$ cat config.mk
export PLATFORM = sky130hd
export DESIGN_NAME = uart_tx_fifo
export DESIGN_NICKNAME = d
export VERILOG_FILES = /design/src/rtl/uart_tx_fifo_pkg.sv /design/src/rtl/uart_fifo_ram.sv /design/src/rtl/uart_tx_fifo.sv
export SDC_FILE = /design/constraint.sdc
export NUM_CORES = 1
export LEC_CHECK = 0
export BUFFER_PORTS_ARGS = -buffer_cell sky130_fd_sc_hd__clkbuf_2
export CAP_MARGIN = 0
export CORE_MARGIN = 5
export CORE_UTILIZATION = 65
export DETAILED_ROUTE_END_ITERATION = 10
export GPL_TIMING_DRIVEN = 0
export HOLD_SLACK_MARGIN = 0.08
export PLACE_DENSITY = 0.84
export SLEW_MARGIN = 20
export SYNTH_ARGS = -nofsm -noshare
export SYNTH_HDL_FRONTEND = slang
export SYNTH_SLANG_ARGS = --single-unit
export TNS_END_PERCENT = 30
$ cat constraint.sdc
create_clock -name clk -period 5.02 [get_ports clk]
set_input_delay 1.255 -clock clk [delete_from_list [all_inputs] [get_ports clk]]
set_output_delay 1.255 -clock clk [all_outputs]
set_load 0.1 [all_outputs]
$ cat src/rtl/uart_tx_fifo_pkg.sv
// uart_tx_fifo_pkg
//   Shared definitions for the UART transmit FIFO slice.
//   - UART_DATA_WIDTH  : byte width of the UART data path.
//   - FIFO_ADDR_WIDTH  : default FIFO address width (depth = 2**FIFO_ADDR_WIDTH).
//   - FIFO_AFULL_LEVEL : default almost-full threshold.
//   - level_reached()  : occupancy threshold helper used for almost_full.
package uart_tx_fifo_pkg;

  localparam int UART_DATA_WIDTH  = 8;
  localparam int FIFO_ADDR_WIDTH  = 4;
  localparam int FIFO_AFULL_LEVEL = 12;

  function automatic logic level_reached(input int unsigned level,
                                         input int unsigned threshold);
    return level >= threshold;
  endfunction

endpackage

$ cat src/rtl/uart_fifo_ram.sv
// uart_fifo_ram
//   Simple dual-port storage for the UART TX FIFO: one synchronous write port
//   and one asynchronous read port. The storage array has no reset; the
//   pointer logic in the parent decides which entries are meaningful.
// Ports:
//   clk    in  rising-edge clock
//   we     in  write enable
//   waddr  in  write address
//   wdata  in  write data
//   raddr  in  read address
//   rdata  out read data (combinational from the array)
module uart_fifo_ram
  import uart_tx_fifo_pkg::*;
#(
  parameter int DATA_WIDTH = UART_DATA_WIDTH,
  parameter int ADDR_WIDTH = FIFO_ADDR_WIDTH
) (
  input  logic                  clk,
  input  logic                  we,
  input  logic [ADDR_WIDTH-1:0] waddr,
  input  logic [DATA_WIDTH-1:0] wdata,
  input  logic [ADDR_WIDTH-1:0] raddr,
  output logic [DATA_WIDTH-1:0] rdata
);

  logic [DATA_WIDTH-1:0] mem [2**ADDR_WIDTH];

  always_ff @(posedge clk) begin
    if (we) begin
      mem[waddr] <= wdata;
    end
  end

  assign rdata = mem[raddr];

endmodule

$ cat src/rtl/uart_tx_fifo.sv
// uart_tx_fifo
//   AXI4-Stream byte FIFO feeding the UART transmitter. Absorbs bursty host
//   writes and reports its fill level for flow control. First-word
//   fall-through: a byte written at one edge is presented on m_axis right
//   after that edge. Handshake outputs come only from registered state.
//   Optional feature macro: UART_FIFO_FLUSH_EN adds the flush input.
// Ports:
//   clk            in   rising-edge clock
//   rst_n          in   synchronous reset, active low
//   s_axis_tdata   in   host write data
//   s_axis_tvalid  in   host write valid
//   s_axis_tready  out  FIFO not full
//   m_axis_tdata   out  head-of-FIFO byte (0 while empty)
//   m_axis_tvalid  out  FIFO not empty
//   m_axis_tready  in   UART TX ready
//   count          out  occupancy, 0..2**ADDR_WIDTH
//   almost_full    out  count >= AFULL_LEVEL (registered)
//   flush          in   (UART_FIFO_FLUSH_EN only) discard all contents
module uart_tx_fifo
  import uart_tx_fifo_pkg::*;
#(
  parameter int DATA_WIDTH  = UART_DATA_WIDTH,
  parameter int ADDR_WIDTH  = FIFO_ADDR_WIDTH,
  parameter int AFULL_LEVEL = FIFO_AFULL_LEVEL
) (
  input  logic                  clk,
  input  logic                  rst_n,
  input  logic [DATA_WIDTH-1:0] s_axis_tdata,
  input  logic                  s_axis_tvalid,
  output logic                  s_axis_tready,
  output logic [DATA_WIDTH-1:0] m_axis_tdata,
  output logic                  m_axis_tvalid,
  input  logic                  m_axis_tready,
  output logic [ADDR_WIDTH:0]   count,
  output logic                  almost_full
`ifdef UART_FIFO_FLUSH_EN
  ,
  input  logic                  flush
`endif
);

  logic [ADDR_WIDTH:0]   wr_ptr, rd_ptr;
  logic [ADDR_WIDTH:0]   wr_ptr_nxt, rd_ptr_nxt, count_nxt;
  logic                  full_q, empty_q;
  logic                  full_nxt, empty_nxt;
  logic                  push, pop, flush_req;
  logic [DATA_WIDTH-1:0] rd_data;

`ifdef UART_FIFO_FLUSH_EN
  assign flush_req = flush;
`else
  assign flush_req = 1'b0;
`endif

  assign push = s_axis_tvalid & ~full_q;
  assign pop  = m_axis_tready & ~empty_q;

  assign s_axis_tready = ~full_q;
  assign m_axis_tvalid = ~empty_q;
  // Forcing zero while empty keeps the output defined even though the
  // storage array itself is never reset.
  assign m_axis_tdata  = empty_q ? '0 : rd_data;

  uart_fifo_ram #(
    .DATA_WIDTH(DATA_WIDTH),
    .ADDR_WIDTH(ADDR_WIDTH)
  ) u_ram (
    .clk   (clk),
    .we    (push & ~flush_req),
    .waddr (wr_ptr[ADDR_WIDTH-1:0]),
    .wdata (s_axis_tdata),
    .raddr (rd_ptr[ADDR_WIDTH-1:0]),
    .rdata (rd_data)
  );

  // Next-pointer computation. A flush discards everything, including any
  // push or pop offered in the same cycle, by snapping rd_ptr onto wr_ptr.
  // The extra pointer MSB distinguishes full from empty when the low bits match.
  always_comb begin
    wr_ptr_nxt = wr_ptr + (ADDR_WIDTH + 1)'(push);
    rd_ptr_nxt = rd_ptr + (ADDR_WIDTH + 1)'(pop);
    if (flush_req) begin
      wr_ptr_nxt = wr_ptr;
      rd_ptr_nxt = wr_ptr;
    end
    count_nxt = wr_ptr_nxt - rd_ptr_nxt;
    empty_nxt = (wr_ptr_nxt == rd_ptr_nxt);
    full_nxt  = (wr_ptr_nxt[ADDR_WIDTH] != rd_ptr_nxt[ADDR_WIDTH]) &&
                (wr_ptr_nxt[ADDR_WIDTH-1:0] == rd_ptr_nxt[ADDR_WIDTH-1:0]);
  end

  // Pointer, occupancy and flag registers; flags are precomputed from the
  // next pointers so every status output is a plain flop.
  always_ff @(posedge clk) begin
    if (!rst_n) begin
      wr_ptr      <= '0;
      rd_ptr      <= '0;
      count       <= '0;
      full_q      <= 1'b0;
      empty_q     <= 1'b1;
      almost_full <= 1'b0;
    end else begin
      wr_ptr      <= wr_ptr_nxt;
      rd_ptr      <= rd_ptr_nxt;
      count       <= count_nxt;
      full_q      <= full_nxt;
      empty_q     <= empty_nxt;
      almost_full <= level_reached(32'(count_nxt), 32'(AFULL_LEVEL));
    end
  end

endmodule

==> metrics.csv <==
metric;value;unit
postCtsHoldBufs;0;
io_pins;28;
async_flop_share;0;%
antenna_cells;0;
fin_cells;462;
final.period_utilization;88.9;%
grt_pass1_vias;3129;
worst_path_largest_cell_delay;0.59;ns
critPathMaxFanout;10;
ys.flop_type;edfxtp_1;
area_growth;15.9;%
nets;359;
cts.clk_slew.worst_paths;0.06;ns
gp_congestion;0.764;
relSlewSlack;31.6;%
syn-num-nets;311;
clk_latency;0.52;ns
htree_levels;4;
cts.sinks;146;
synth.most_common_cell;edfxtp_1;
clock_skew;0.00514;ns
die_h;105;microns
vias;2932;
syn_area;0.00583;sq mm
postCtsResizedCells;0;
fillers;449;
cp_top_family;buffers and inverters;
synth_top_area_share;65.9;%
power_density;465;mW/mm^2
peakVddDrop;0.000305;V
hpwlAfterDp;7290;microns
synth_edf_count;128;
drt_pre_antenna_iters;5;
fin_crit;4.46;ns
synth.area.top_cells;edfxtp_1, mux4_2, dfxtp_1;
setup_violations;0;
yosysWarnings;0;
grt_use_total;23.9;%
yosys.area.top_type;edfxtp_1;
hold_class;reg -> reg;
wire_per_inst;26.6;microns
multi_input_comb_area;0.00156;sq mm
status;complete, no violations;
layout-drive-gt1-share;31.9;%
rows;34;
yosysUniqueCellTypes;33;
io_buffers;27;
worstSetupPathType;reg -> out;
start_util;66.8;%
drtIter0Drc;221;
clock.fmax;224;MHz
avgViaCountPerCell;6.35;
grt_overflow;0;
antenna_found_initial;0;
p_leak;0.00225;uW
drcViolationCount;0;
ys_ff_latch;146;
dieArea;0.0110;sq mm
tightest_slew;1.02;ns
drt_wl_total;12300;microns
grt_max_degree;17;
fin_setup_tns;0;ns
synth_commonest_cells;edfxtp_1, mux4_2, and2_1;
synth-seq-area-share;72.1;%
drv_cap;0;
crit_slowest_cell;clkbuf_1;
cp-end-kind;output pin;
finalMaxSlewViolations;0;
numCtsBuffers;17;
root_buffer;clkbuf_8;
clk_path_buf_depth;2;
chipWidth;105;microns
required;3.76;ns
regArea;0.00420;sq mm
critPathBufInv;3;
grt_pass1_wl;18800;microns
crit_arrival;3.21;ns
rsz0062_at_grt;false;
dpl.cell_count;431;
hold_viol;0;
core;0.00872;sq mm
cts_tree;done;
synthCells;294;
crit_chain;clkbuf_1 -> clkbuf_1 -> mux4_2 -> mux4_2 -> and2_1 -> clkbuf_2;
postCtsSetupRepairBufs;0;
route.antenna.remaining_nets;0;
worst_setup_path_start_kind;flip-flop;
syn_area_per_cell;19.8;sq um
power by group:
| part | internal [uW] | switching [uW] | total [uW] |
|---|---|---|---|
| Combinational | 145 | 330 | 475 |
| Sequential | 1350 | 11.3 | 1360 |
| Clock | 846 | 462 | 1310 |
logic make-up after synthesis:
kind of cell    Yosys count  share of synthesized area [%]
compound gates            5                          0.537
xor+xnor                 16                           2.53
fa+ha+maj                 8                           1.61
buf+inv                  18                           1.80
flops                   146                           72.1
mux                      41                           15.6
simple gates             60                           5.77
worst paths after layout:
kind / start / endpoint / slack, ns / cells past startpoint
hold reg to reg: rd_ptr[4]$_SDFF_PN0_ / rd_ptr[4]$_SDFF_PN0_ / 0.55 / 2
setup / recovery: rd_ptr[1]$_SDFF_PN0_ / m_axis_tdata[2] / 0.56 / 6
setup reg to reg: full_q$_SDFF_PN0_ / almost_full$_SDFF_PN0_ / 2.04 / 10
hold / removal: rd_ptr[4]$_SDFF_PN0_ / rd_ptr[4]$_SDFF_PN0_ / 0.55 / 2
sequential cells by signal (all words and copies together), names as in the netlist:
| register | cells |
|---|---|
| empty_q | 1 |
| count | 5 |
| rd_ptr | 5 |
| almost_full | 1 |
| wr_ptr | 5 |
| full_q | 1 |
| u_ram.mem | 128 |
worst min-delay path, delay by kind of cell (launching register included):
kind / cells / cell delay [ns]
flops: 1 / 0.32
xor+xnor: 1 / 0.09
simple gates: 1 / 0.11
layout make-up:
cell class	count	share of cell area (%)
Sequential cell	146	62.2
Multi-Input combinational cell	130	23.0
Clock buffer	18	6.18
Clock inverter	13	2.81
Timing Repair Buffer	29	2.22
Tap cell	108	2.00
Buffer	13	1.28
Inverter	5	0.278
cells in the final DEF (no fill, tap or decap), types with 5 or more instances in the layout:
| cell type | count |
|---|---|
| clkinv_1 | 5 |
| ha_1 | 5 |
| dfxtp_1 | 18 |
| nor2b_1 | 8 |
| xnor2_1 | 11 |
| nor2_1 | 12 |
| inv_1 | 5 |
| edfxtp_1 | 128 |
| clkbuf_16 | 16 |
| clkbuf_1 | 6 |
| clkbuf_2 | 27 |
| bufinv_16 | 5 |
| mux4_2 | 40 |
| nor3_2 | 6 |
| and2_1 | 19 |
metal layers:
layer / part of all wire (%) / up-vias / GRT usage [%]
li1: - / 1265 / -
met3: 8.6 / 26 / 6.47
met4: 2.4 / 0 / 8.58
met5: 0 / - / 0
met2: 51 / 165 / 38.7
met1: 38 / 1476 / 31.8
per-stage QoR:
stage | utilization, % | power [uW] | hold WS, ns | area, sq um | setup WS (ns)
floorplan | - | 1760 | 0.509 | 5830 | 1.47
global placement | 69.9 | 1840 | 0.524 | 6100 | 1.17
detailed placement | 70.5 | 1860 | 0.551 | 6150 | 1.13
CTS | 77.5 | 3160 | 0.571 | 6760 | 0.509
global route | 77.5 | 3240 | 0.601 | 6760 | 0.396
finish | 77.5 | 3140 | 0.555 | 6760 | 0.556
No activity file was read; power rests on OpenSTA's default activity.
